===== config.mk =====
export PLATFORM = sky130hd
export DESIGN_NAME = vga_timing_stream_flat
export DESIGN_NICKNAME = d
export VERILOG_FILES = /design/src/rtl/vga_timing_stream_pkg.sv /design/src/rtl/vga_timing_stream_if.sv /design/src/rtl/vga_timing_stream_pattern_gen.sv /design/src/rtl/vga_timing_stream.sv /design/src/flat_wrapper.sv
export SDC_FILE = /design/constraint.sdc
export NUM_CORES = 1
export LEC_CHECK = 0
export CELL_PAD_IN_SITES_DETAIL_PLACEMENT = 0
export CELL_PAD_IN_SITES_GLOBAL_PLACEMENT = 1
export CORE_UTILIZATION = 25
export DETAILED_ROUTE_END_ITERATION = 7
export GPL_TIMING_DRIVEN = 0
export PLACE_DENSITY = 0.61
export SLEW_MARGIN = 30
export SYNTH_ARGS = -nofsm -noshare
export SYNTH_HDL_FRONTEND = slang
export SYNTH_SLANG_ARGS = --single-unit

===== constraint.sdc =====
create_clock -name pixel_clk -period 6.4 [get_ports pixel_clk]
set_input_delay 1.28 -clock pixel_clk [delete_from_list [all_inputs] [get_ports pixel_clk]]
set_output_delay 1.28 -clock pixel_clk [all_outputs]
set_load 0.05 [all_outputs]

===== src/rtl/vga_timing_stream_pkg.sv =====
// Shared types and colour constants for the VGA raster engine.
package vga_pkg;

  typedef enum logic [1:0] {
    MODE_STREAM = 2'd0,
    MODE_GRID   = 2'd1,
    MODE_BARS   = 2'd2,
    MODE_CHECK  = 2'd3
  } mode_e;

  localparam logic [23:0] COL_WHITE   = 24'hFFFFFF;
  localparam logic [23:0] COL_YELLOW  = 24'hFFFF00;
  localparam logic [23:0] COL_CYAN    = 24'h00FFFF;
  localparam logic [23:0] COL_GREEN   = 24'h00FF00;
  localparam logic [23:0] COL_MAGENTA = 24'hFF00FF;
  localparam logic [23:0] COL_RED     = 24'hFF0000;
  localparam logic [23:0] COL_BLUE    = 24'h0000FF;
  localparam logic [23:0] COL_BLACK   = 24'h000000;

endpackage


===== src/rtl/vga_timing_stream_if.sv =====
// Video output bundle: pixel clock, syncs, blank and 24-bit RGB.
interface video_if;
  logic        CLK;
  logic        HS;
  logic        VS;
  logic        BLANK;
  logic [23:0] RGB;

  modport master (output CLK, HS, VS, BLANK, RGB);
  modport slave  (input  CLK, HS, VS, BLANK, RGB);
endinterface


===== src/rtl/vga_timing_stream_pattern_gen.sv =====
// Combinational test-pattern colour for active-area coordinates (x, y).
module vga_pattern_gen
  import vga_pkg::*;
#(
  parameter  int unsigned HDISP = 800,
  parameter  int unsigned VDISP = 480,
  parameter  int unsigned GRID  = 16,
  localparam int unsigned XW    = $clog2(HDISP),
  localparam int unsigned YW    = $clog2(VDISP)
) (
  input  mode_e          mode_i,
  input  logic [XW-1:0]  x_i,
  input  logic [YW-1:0]  y_i,
  output logic [23:0]    rgb_o
);

  localparam int unsigned   GL    = $clog2(GRID);
  localparam int unsigned   BW    = HDISP / 8;
  localparam logic [XW-1:0] XMASK = XW'(GRID - 1);
  localparam logic [YW-1:0] YMASK = YW'(GRID - 1);

  logic          grid_on;
  logic          xbit;
  logic          ybit;
  logic [XW-1:0] bar_full;
  logic [2:0]    bar_idx;

  always_comb begin
    grid_on  = ((x_i & XMASK) == '0) || ((y_i & YMASK) == '0);
    xbit     = |((x_i >> GL) & XW'(1));
    ybit     = |((y_i >> GL) & YW'(1));
    // Rightmost partial bar (HDISP not a multiple of 8) folds into bar 7.
    bar_full = x_i / XW'(BW);
    bar_idx  = (bar_full > XW'(7)) ? 3'd7 : bar_full[2:0];

    rgb_o = COL_BLACK;
    unique case (mode_i)
      MODE_GRID:  rgb_o = grid_on ? COL_WHITE : COL_BLACK;
      MODE_CHECK: rgb_o = (xbit ^ ybit) ? COL_BLACK : COL_WHITE;
      MODE_BARS: begin
        unique case (bar_idx)
          3'd0: rgb_o = COL_WHITE;
          3'd1: rgb_o = COL_YELLOW;
          3'd2: rgb_o = COL_CYAN;
          3'd3: rgb_o = COL_GREEN;
          3'd4: rgb_o = COL_MAGENTA;
          3'd5: rgb_o = COL_RED;
          3'd6: rgb_o = COL_BLUE;
          default: rgb_o = COL_BLACK;
        endcase
      end
      default: rgb_o = COL_BLACK;
    endcase
  end

endmodule


===== src/rtl/vga_timing_stream.sv =====
// Raster engine: counters, frame-boundary mode/arming latch, stream underflow, registered video out.
module vga_timing_stream
  import vga_pkg::*;
#(
  parameter int unsigned HDISP  = 800,
  parameter int unsigned VDISP  = 480,
  parameter int unsigned HFP    = 40,
  parameter int unsigned HPULSE = 48,
  parameter int unsigned HBP    = 40,
  parameter int unsigned VFP    = 12,
  parameter int unsigned VPULSE = 3,
  parameter int unsigned VBP    = 40,
  parameter bit          HS_POL = 1'b0,
  parameter bit          VS_POL = 1'b0,
  parameter int unsigned GRID   = 16
) (
  input  logic        pixel_clk,
  input  logic        pixel_rst,
  input  logic [1:0]  mode,
  input  logic        src_rdy,
  input  logic [23:0] pix_data,
  input  logic        pix_valid,
  output logic        pix_ready,
  input  logic        underflow_clr,
  output logic        underflow,
  output logic        frame_start,
  video_if.master     video_ifm
);

  localparam int unsigned HSUP  = HFP + HPULSE + HBP;
  localparam int unsigned VSUP  = VFP + VPULSE + VBP;
  localparam int unsigned HSIZE = HDISP + HSUP;
  localparam int unsigned VSIZE = VDISP + VSUP;
  localparam int unsigned HW    = $clog2(HSIZE);
  localparam int unsigned VW    = $clog2(VSIZE);
  localparam int unsigned XW    = $clog2(HDISP);
  localparam int unsigned YW    = $clog2(VDISP);

  logic [HW-1:0] hcnt_q, hcnt_d;
  logic [VW-1:0] vcnt_q, vcnt_d;
  mode_e         mode_q, mode_d;
  logic          armed_q, armed_d;
  logic          hs_q, hs_d;
  logic          vs_q, vs_d;
  logic          blank_q, blank_d;
  logic [23:0]   rgb_q, rgb_d;
  logic          underflow_q, underflow_d;

  logic          origin;
  logic          active;
  logic          miss;
  logic [XW-1:0] x;
  logic [YW-1:0] y;
  logic [23:0]   pat_rgb;

  always_comb begin
    hcnt_d = hcnt_q + HW'(1);
    vcnt_d = vcnt_q;
    if (hcnt_q == HW'(HSIZE - 1)) begin
      hcnt_d = '0;
      vcnt_d = (vcnt_q == VW'(VSIZE - 1)) ? '0 : vcnt_q + VW'(1);
    end
  end

  always_comb begin
    origin    = (hcnt_q == '0) && (vcnt_q == '0);
    active    = (hcnt_q >= HW'(HSUP)) && (vcnt_q >= VW'(VSUP));
    x         = XW'(hcnt_q - HW'(HSUP));
    y         = YW'(vcnt_q - VW'(VSUP));
    pix_ready = active && (mode_q == MODE_STREAM) && armed_q;
    miss      = pix_ready && !pix_valid;
    // Counters sit at the origin while reset is held; suppress the pulse until release.
    frame_start = origin && !pixel_rst;
  end

  always_comb begin
    mode_d  = mode_q;
    armed_d = armed_q;
    if (origin) begin
      mode_d  = mode_e'(mode);
      armed_d = (mode_e'(mode) == MODE_STREAM) && src_rdy;
    end
  end

  vga_pattern_gen #(
    .HDISP (HDISP),
    .VDISP (VDISP),
    .GRID  (GRID)
  ) u_pattern (
    .mode_i (mode_q),
    .x_i    (x),
    .y_i    (y),
    .rgb_o  (pat_rgb)
  );

  always_comb begin
    hs_d    = ((hcnt_q >= HW'(HFP)) && (hcnt_q < HW'(HFP + HPULSE))) ? HS_POL : ~HS_POL;
    vs_d    = ((vcnt_q >= VW'(VFP)) && (vcnt_q < VW'(VFP + VPULSE))) ? VS_POL : ~VS_POL;
    blank_d = active;
    rgb_d   = '0;
    if (active) begin
      if (mode_q == MODE_STREAM) begin
        if (pix_ready && pix_valid) rgb_d = pix_data;
      end else begin
        rgb_d = pat_rgb;
      end
    end
    if (miss)               underflow_d = 1'b1;
    else if (underflow_clr) underflow_d = 1'b0;
    else                    underflow_d = underflow_q;
  end

  always_ff @(posedge pixel_clk) begin
    if (pixel_rst) begin
      hcnt_q      <= '0;
      vcnt_q      <= '0;
      mode_q      <= MODE_STREAM;
      armed_q     <= 1'b0;
      hs_q        <= ~HS_POL;
      vs_q        <= ~VS_POL;
      blank_q     <= 1'b0;
      rgb_q       <= '0;
      underflow_q <= 1'b0;
    end else begin
      hcnt_q      <= hcnt_d;
      vcnt_q      <= vcnt_d;
      mode_q      <= mode_d;
      armed_q     <= armed_d;
      hs_q        <= hs_d;
      vs_q        <= vs_d;
      blank_q     <= blank_d;
      rgb_q       <= rgb_d;
      underflow_q <= underflow_d;
    end
  end

  assign underflow       = underflow_q;
  assign video_ifm.CLK   = pixel_clk;
  assign video_ifm.HS    = hs_q;
  assign video_ifm.VS    = vs_q;
  assign video_ifm.BLANK = blank_q;
  assign video_ifm.RGB   = rgb_q;

endmodule


===== src/flat_wrapper.sv =====
// flat-port wrapper written by rule: the top's interface ports become plain ports
module vga_timing_stream_flat import vga_pkg::*;
#(
  parameter int unsigned HDISP  = 800,
  parameter int unsigned VDISP  = 480,
  parameter int unsigned HFP    = 40,
  parameter int unsigned HPULSE = 48,
  parameter int unsigned HBP    = 40,
  parameter int unsigned VFP    = 12,
  parameter int unsigned VPULSE = 3,
  parameter int unsigned VBP    = 40,
  parameter bit          HS_POL = 1'b0,
  parameter bit          VS_POL = 1'b0,
  parameter int unsigned GRID   = 16
)
  (pixel_clk, pixel_rst, mode, src_rdy, pix_data, pix_valid, pix_ready, underflow_clr, underflow, frame_start, video_ifm_CLK, video_ifm_HS, video_ifm_VS, video_ifm_BLANK, video_ifm_RGB);
  video_if video_ifm_i ();
  input  logic pixel_clk;
  input  logic pixel_rst;
  input  logic [1:0] mode;
  input  logic src_rdy;
  input  logic [23:0] pix_data;
  input  logic pix_valid;
  output logic pix_ready;
  input  logic underflow_clr;
  output logic underflow;
  output logic frame_start;
  output wire logic [$bits(video_ifm_i.CLK)-1:0] video_ifm_CLK;
  output wire logic [$bits(video_ifm_i.HS)-1:0] video_ifm_HS;
  output wire logic [$bits(video_ifm_i.VS)-1:0] video_ifm_VS;
  output wire logic [$bits(video_ifm_i.BLANK)-1:0] video_ifm_BLANK;
  output wire logic [$bits(video_ifm_i.RGB)-1:0] video_ifm_RGB;
  assign video_ifm_CLK = video_ifm_i.CLK;
  assign video_ifm_HS = video_ifm_i.HS;
  assign video_ifm_VS = video_ifm_i.VS;
  assign video_ifm_BLANK = video_ifm_i.BLANK;
  assign video_ifm_RGB = video_ifm_i.RGB;
  vga_timing_stream #(.HDISP(HDISP), .VDISP(VDISP), .HFP(HFP), .HPULSE(HPULSE), .HBP(HBP), .VFP(VFP), .VPULSE(VPULSE), .VBP(VBP), .HS_POL(HS_POL), .VS_POL(VS_POL), .GRID(GRID)) u_core (.pixel_clk(pixel_clk), .pixel_rst(pixel_rst), .mode(mode), .src_rdy(src_rdy), .pix_data(pix_data), .pix_valid(pix_valid), .pix_ready(pix_ready), .underflow_clr(underflow_clr), .underflow(underflow), .frame_start(frame_start), .video_ifm(video_ifm_i));
endmodule

==> flow_summary.json, run 1 <==
{
  "cts_setup_buffers": 0,
  "hpwlAfterDp_mm": 6.60,
  "overflow": 0,
  "hold_class": "reg2reg",
  "synth_fp_nets": 407,
  "final_util_pct": 34.2,
  "power_leakage_uw": 0.00148,
  "rows": 40,
  "whs_path_depth": 2,
  "final_area_um2": 4110,
  "worstPathRequired_ns": 5.12,
  "die_x_um": 113,
  "vdd_ir_drop_max_mv": 0.199,
  "fin_skew_ns": 0.00833,
  "drive_gt1_share_pct": 10.7,
  "synth.distinct_cells": 72,
  "n_antenna_cell": 0,
  "rsz0062_at_grt": "no",
  "syn_inst": 366,
  "cts.repair.resized": 0,
  "cts_tree": "yes",
  "io_pins": 62,
  "detail_route.first_pass.iterations": 4,
  "drc": 0,
  "drtIter0Drc": 130,
  "synth_edf_count": 0,
  "postRouteAntennaNets": 0,
  "status": "finished clean",
  "clk_pin_slew_ns": 0.07,
  "grt_pass1_vias": 2834,
  "port_buffers": 61,
  "rr_worst_depth": 11,
  "tightest_slew_ns": 0.888,
  "drv_slew": 0,
  "area.growth.synth_to_final_pct": 33.1,
  "start_util_pct": 25.7,
  "vias_per_cell": 4.90,
  "critPathCaptureType": "output pin",
  "ys_async_sr_fraction_pct": 0,
  "grt_pass1_wl_mm": 14.3,
  "placed_area_um2": 3880,
  "seq_area_frac_synth_pct": 33.1,
  "avgSynthCellArea_um2": 8.43,
  "gp_congestion": 0.801,
  "path_class": "clk2out",
  "grt_use_total_pct": 14.1,
  "grt_max_degree": 16,
  "total_power_uw": 788,
  "yosysWarnings": 0,
  "tns_ns": 0,
  "antenna_found_initial": 0,
  "wl_per_cell_um": 14.9,
  "setup_violations": 0,
  "synth_area_leaders": "dfxtp_1 (33%), a21oi_1 (7.1%), nand2_1 (4.5%)",
  "max-cap-violations": 0,
  "core_um2": 12000,
  "die_area_um2": 12800,
  "synth_ff_type": "dfxtp_1",
  "synth_top_cell_area_share_pct": 33.1,
  "fill_cells": 1300,
  "synth_top_cell_by_area": "dfxtp_1",
  "vias": 2869,
  "nets": 478,
  "clock_latency_ns": 0.40,
  "p_per_area_nw_per_um2": 192,
  "drt-total-wl_mm": 8.71,
  "die_h_um": 113,
  "netlist_area_um2": 3090,
  "crit_path_max_fanout": 2,
  "crit_path_start_kind": "clock port",
  "hold_viol_final": 0,
  "multi_input_area_um2": 1910,
  "cts_hold_buffers": 0,
  "slew_headroom_pct": 40.3,
  "seqCellArea_um2": 1020,
  "crit_arrival_ns": 4.24,
  "ys_ff_latch": 51
}
[layout by cell type, fill, tap and decap left out, types with 7 or more instances in the layout]
cell / n
o211ai_1: 8
ha_1: 10
nand2_1: 37
clkbuf_16: 8
o21ai_0: 9
buf_2: 8
inv_1: 12
nor2_1: 30
and3_1: 7
clkdlybuf4s50_1: 61
a21oi_1: 44
or3_1: 7
dfxtp_1: 51
xor2_1: 9
clkbuf_1: 10
nor3_1: 11
nand3_1: 11
[cell type report]
class | instances | share of cell area (%)
Buffer | 23 | 2.71
Clock buffer | 11 | 5.54
Multi-Input combinational cell | 280 | 46.5
Tap cell | 147 | 4.48
Clock inverter | 1 | 0.213
Timing Repair Buffer | 60 | 14.6
Inverter | 12 | 1.10
Sequential cell | 51 | 24.9
[Yosys cell counts, types with 2 or more instances]
| master | instances |
|---|---|
| a21oi_1 | 44 |
| o21ai_0 | 9 |
| buf_1 | 3 |
| ha_1 | 10 |
| nor4_1 | 4 |
| or4b_1 | 2 |
| o211ai_1 | 8 |
| nor2_1 | 30 |
| and3_1 | 7 |
| o21a_1 | 3 |
| o2111ai_1 | 3 |
| dfxtp_1 | 51 |
| clkbuf_1 | 9 |
| xnor2_1 | 6 |
| a21o_1 | 2 |
| nor2_2 | 2 |
| nand4_1 | 5 |
| inv_1 | 12 |
| or4_4 | 2 |
| or4_1 | 3 |
| or3_1 | 7 |
| nand2b_1 | 5 |
| o21ai_1 | 2 |
| buf_4 | 2 |
| a22oi_1 | 3 |
| nor3_2 | 2 |
| buf_2 | 8 |
| xor2_1 | 9 |
| nand2_1 | 37 |
| and2_1 | 4 |
| a311oi_1 | 2 |
| mux2i_1 | 2 |
| nand3_1 | 11 |
| xnor2_4 | 2 |
| a211oi_1 | 2 |
| a31oi_1 | 6 |
| nor3_1 | 11 |
| nor3b_1 | 2 |
[path summary, 6_finish.rpt]
kind,from,endpoint,slack (ns)
min reg2reg,u_core.armed_q,u_core.armed_q,0.48
min,u_core.armed_q,u_core.armed_q,0.48
max reg2reg,u_core.hcnt_q[7],u_core.video_ifm.RGB[22],2.85
max,pixel_clk,video_ifm_CLK,0.88
[through the flow]
step	hold slack (ns)	setup WS (ns)	instances
after detailed placement	0.470	1.13	574
after global routing	0.499	0.855	585
final	0.478	0.877	585
after CTS	0.481	0.870	585
after global placement	0.458	1.13	574
after floorplan	0.435	1.75	366
[report_power, final]
part	internal (µW)	leakage [µW]	switching, µW
logic	28.0	0.000951	24.6
clock network	254	0.000120	158
registers	320	0.000412	3.17
total	603	0.00148	186
[cells by family (layout without fill, tap and decap cells)]
group / count (synthesis) / count (layout) / synth area share (%)
AO/OA/AOI/OAI: 103 / 103 / 23.9
XOR/XNOR: 20 / 20 / 7.86
adder cells (fa/ha/maj): 11 / 11 / 4.38
buffers and inverters: 35 / 107 / 5.07
flip-flops: 51 / 51 / 33.1
multiplexers: 2 / 2 / 0.649
AND/OR/NAND/NOR: 144 / 144 / 25.1
[metal layers]
layer  vias up  GRT usage, %  share of wire, %
li1       1463             -                 -
met1      1343          18.7                48
met2        57          23.2                47
met3         6          2.46               3.4
met4         0          4.65              0.98
met5         -             0                 0
[flip-flops by register name, indices dropped and copies added, names as in the netlist]
register and count:
u_core.armed_q 1, u_core.hcnt_q 10, u_core.mode_q 2, u_core.underflow 1, u_core.vcnt_q 10, u_core.video_ifm.BLANK 1, u_core.video_ifm.HS 1, u_core.video_ifm.RGB 24
u_core.video_ifm.VS 1
[critical path, stage by stage]
cell	delay (ns)
clkbuf_16	0.12
clkbuf_16	0.12
buf_4	0.12
clkdlybuf4s50_1	0.68
No activity file was read; power rests on OpenSTA's default activity.
==> inputs of run 2 (changes only) <==
--- a/config.mk
+++ b/config.mk
@@ -7,10 +7,11 @@
 export LEC_CHECK = 0
 export CELL_PAD_IN_SITES_DETAIL_PLACEMENT = 0
 export CELL_PAD_IN_SITES_GLOBAL_PLACEMENT = 1
-export CORE_UTILIZATION = 25
+export CORE_UTILIZATION = 41
+export CTS_CLUSTER_DIAMETER = 60
 export DETAILED_ROUTE_END_ITERATION = 7
 export GPL_TIMING_DRIVEN = 0
-export PLACE_DENSITY = 0.61
+export PLACE_DENSITY = 0.9
 export SLEW_MARGIN = 30
 export SYNTH_ARGS = -nofsm -noshare
 export SYNTH_HDL_FRONTEND = slang
==> run 2 against run 1 <==
Against the previous run:
- sequential share of layout area grew 0.89 points
- critical endpoint unchanged
- worst setup slack improved by 0.012 ns
- design area is 3.5% lower
- utilization rose by 20 points
- register-to-register slack worse by 0.05 ns
- highest routed layer unchanged
- combinational power barely moved
- first-iteration DRC count increased by 50%
==> flow_summary.json, run 2 (same netlist as run 1, synthesis figures left out) <==
{
  "drive_gt1_share_pct": 11.2,
  "grt_pass1_vias": 2632,
  "drv_slew": 0,
  "crit_arrival_ns": 4.23,
  "die_h_um": 88.8,
  "slew_headroom_pct": 46.3,
  "worstSetupEndpoint": "video_ifm_CLK",
  "die_x_um": 88.8,
  "startpoint": "pixel_clk",
  "rows": 31,
  "grt_pass1_wl_mm": 12.6,
  "r2r_end": "u_core.video_ifm.RGB[20]",
  "final_area_um2": 3970,
  "final_cell_mix": "clkdlybuf4s50_1 (61), dfxtp_1 (51), a21oi_1 (44)",
  "setup_ws_ns": 0.889,
  "area.growth.synth_to_final_pct": 28.5,
  "port_buffers": 61,
  "hold_viol_final": 0,
  "detail_route.first_pass.iterations": 6,
  "final_common_cell": "clkdlybuf4s50_1",
  "path_class": "clk2out",
  "start_util_pct": 42.6,
  "tns_ns": 0,
  "rr_worst_depth": 12,
  "drc": 0,
  "r2r_slack_ns": 2.80,
  "hold_class": "reg2reg",
  "drtIter0Drc": 195,
  "critPathCaptureType": "output pin",
  "hpwlAfterDp_mm": 6.05,
  "dp_slack_ns": 1.13,
  "cts_tree": "yes",
  "whs_ns": 0.470,
  "die_area_um2": 7880,
  "drt-total-wl_mm": 8.01,
  "vias_per_cell": 5.52,
  "status": "finished clean",
  "worstPathRequired_ns": 5.12,
  "fin_skew_ns": 0.0195,
  "vias": 2966,
  "gp_congestion": 0.895,
  "n_antenna_cell": 0,
  "setup_violations": 0,
  "cts_setup_buffers": 0,
  "clock_latency_ns": 0.43,
  "largest_reg_flops": 24,
  "postRouteAntennaNets": 0,
  "nets": 478,
  "crit_path_max_fanout": 2,
  "cts_hold_buffers": 0,
  "vdd_ir_drop_max_mv": 0.202,
  "power_leakage_uw": 0.00145,
  "antenna_found_initial": 0,
  "placed_area_um2": 3820,
  "tightest_slew_ns": 0.802,
  "cts.repair.resized": 0,
  "io_pins": 62,
  "fill_cells": 710,
  "overflow": 0,
  "max-cap-violations": 0,
  "rsz0062_at_grt": "no",
  "grt_use_total_pct": 20.6,
  "wl_per_cell_um": 14.9,
  "crit_path_start_kind": "clock port",
  "clk_pin_slew_ns": 0.10,
  "p_per_area_nw_per_um2": 170,
  "core_um2": 7250,
  "r2r-start": "u_core.hcnt_q[7]",
  "grt_max_degree": 17
}
[run 2: critical path, cell delays in order]
cell,delay (ns)
clkbuf_8,0.11
clkbuf_8,0.12
buf_4,0.12
clkdlybuf4s50_1,0.68
[run 2: final cells by class]
class                           instances  area [µm²]  area share, %
Buffer                                 23         111           2.81
Clock buffer                           10         134           3.38
Sequential cell                        51        1020           25.7
Clock inverter                          2        13.8          0.347
Multi-Input combinational cell        280        1920           48.3
Tap cell                               99         124           3.12
Inverter                               12        45.0           1.14
Timing Repair Buffer                   60         601           15.1
[run 2: worst min-delay path by stage]
stage	startpoint	endpoint	slack [ns]	depth (start not counted)
6_report	u_core.armed_q	u_core.armed_q	0.47	2
5_1_grt	u_core.armed_q	u_core.armed_q	0.52	2
4_1_cts	u_core.armed_q	u_core.armed_q	0.47	2
3_5_place_dp	u_core.armed_q	u_core.armed_q	0.46	2
3_3_place_gp	u_core.armed_q	u_core.armed_q	0.46	2
2_1_floorplan	u_core.armed_q	u_core.armed_q	0.44	2
[run 2: routing by layer]
metal / share of wire, % / up-vias / global-route usage, % / wire (µm)
met5: 0 / - / 0 / 0
met4: 1.3 / 0 / 6.45 / 105
met3: 4.0 / 14 / 3.45 / 321
met2: 49 / 90 / 33.8 / 3950
met1: 45 / 1395 / 27.8 / 3620
li1: - / 1467 / - / -
[run 2: stage by stage]
step	std cells	util, %	total power [µW]
after floorplan	366	-	389
after global placement	526	52.7	426
after detailed placement	526	52.7	427
after CTS	537	54.6	679
after global routing	537	54.7	697
final	537	54.7	674
[run 2: power by group]
| group | switching [µW] | total [µW] | leakage [µW] | internal (µW) |
|---|---|---|---|---|
| Combinational | 24.4 | 52.5 | 0.000952 | 28.1 |
| Sequential | 3.00 | 323 | 0.000412 | 320 |
| Clock | 152 | 299 | 0.0000819 | 147 |
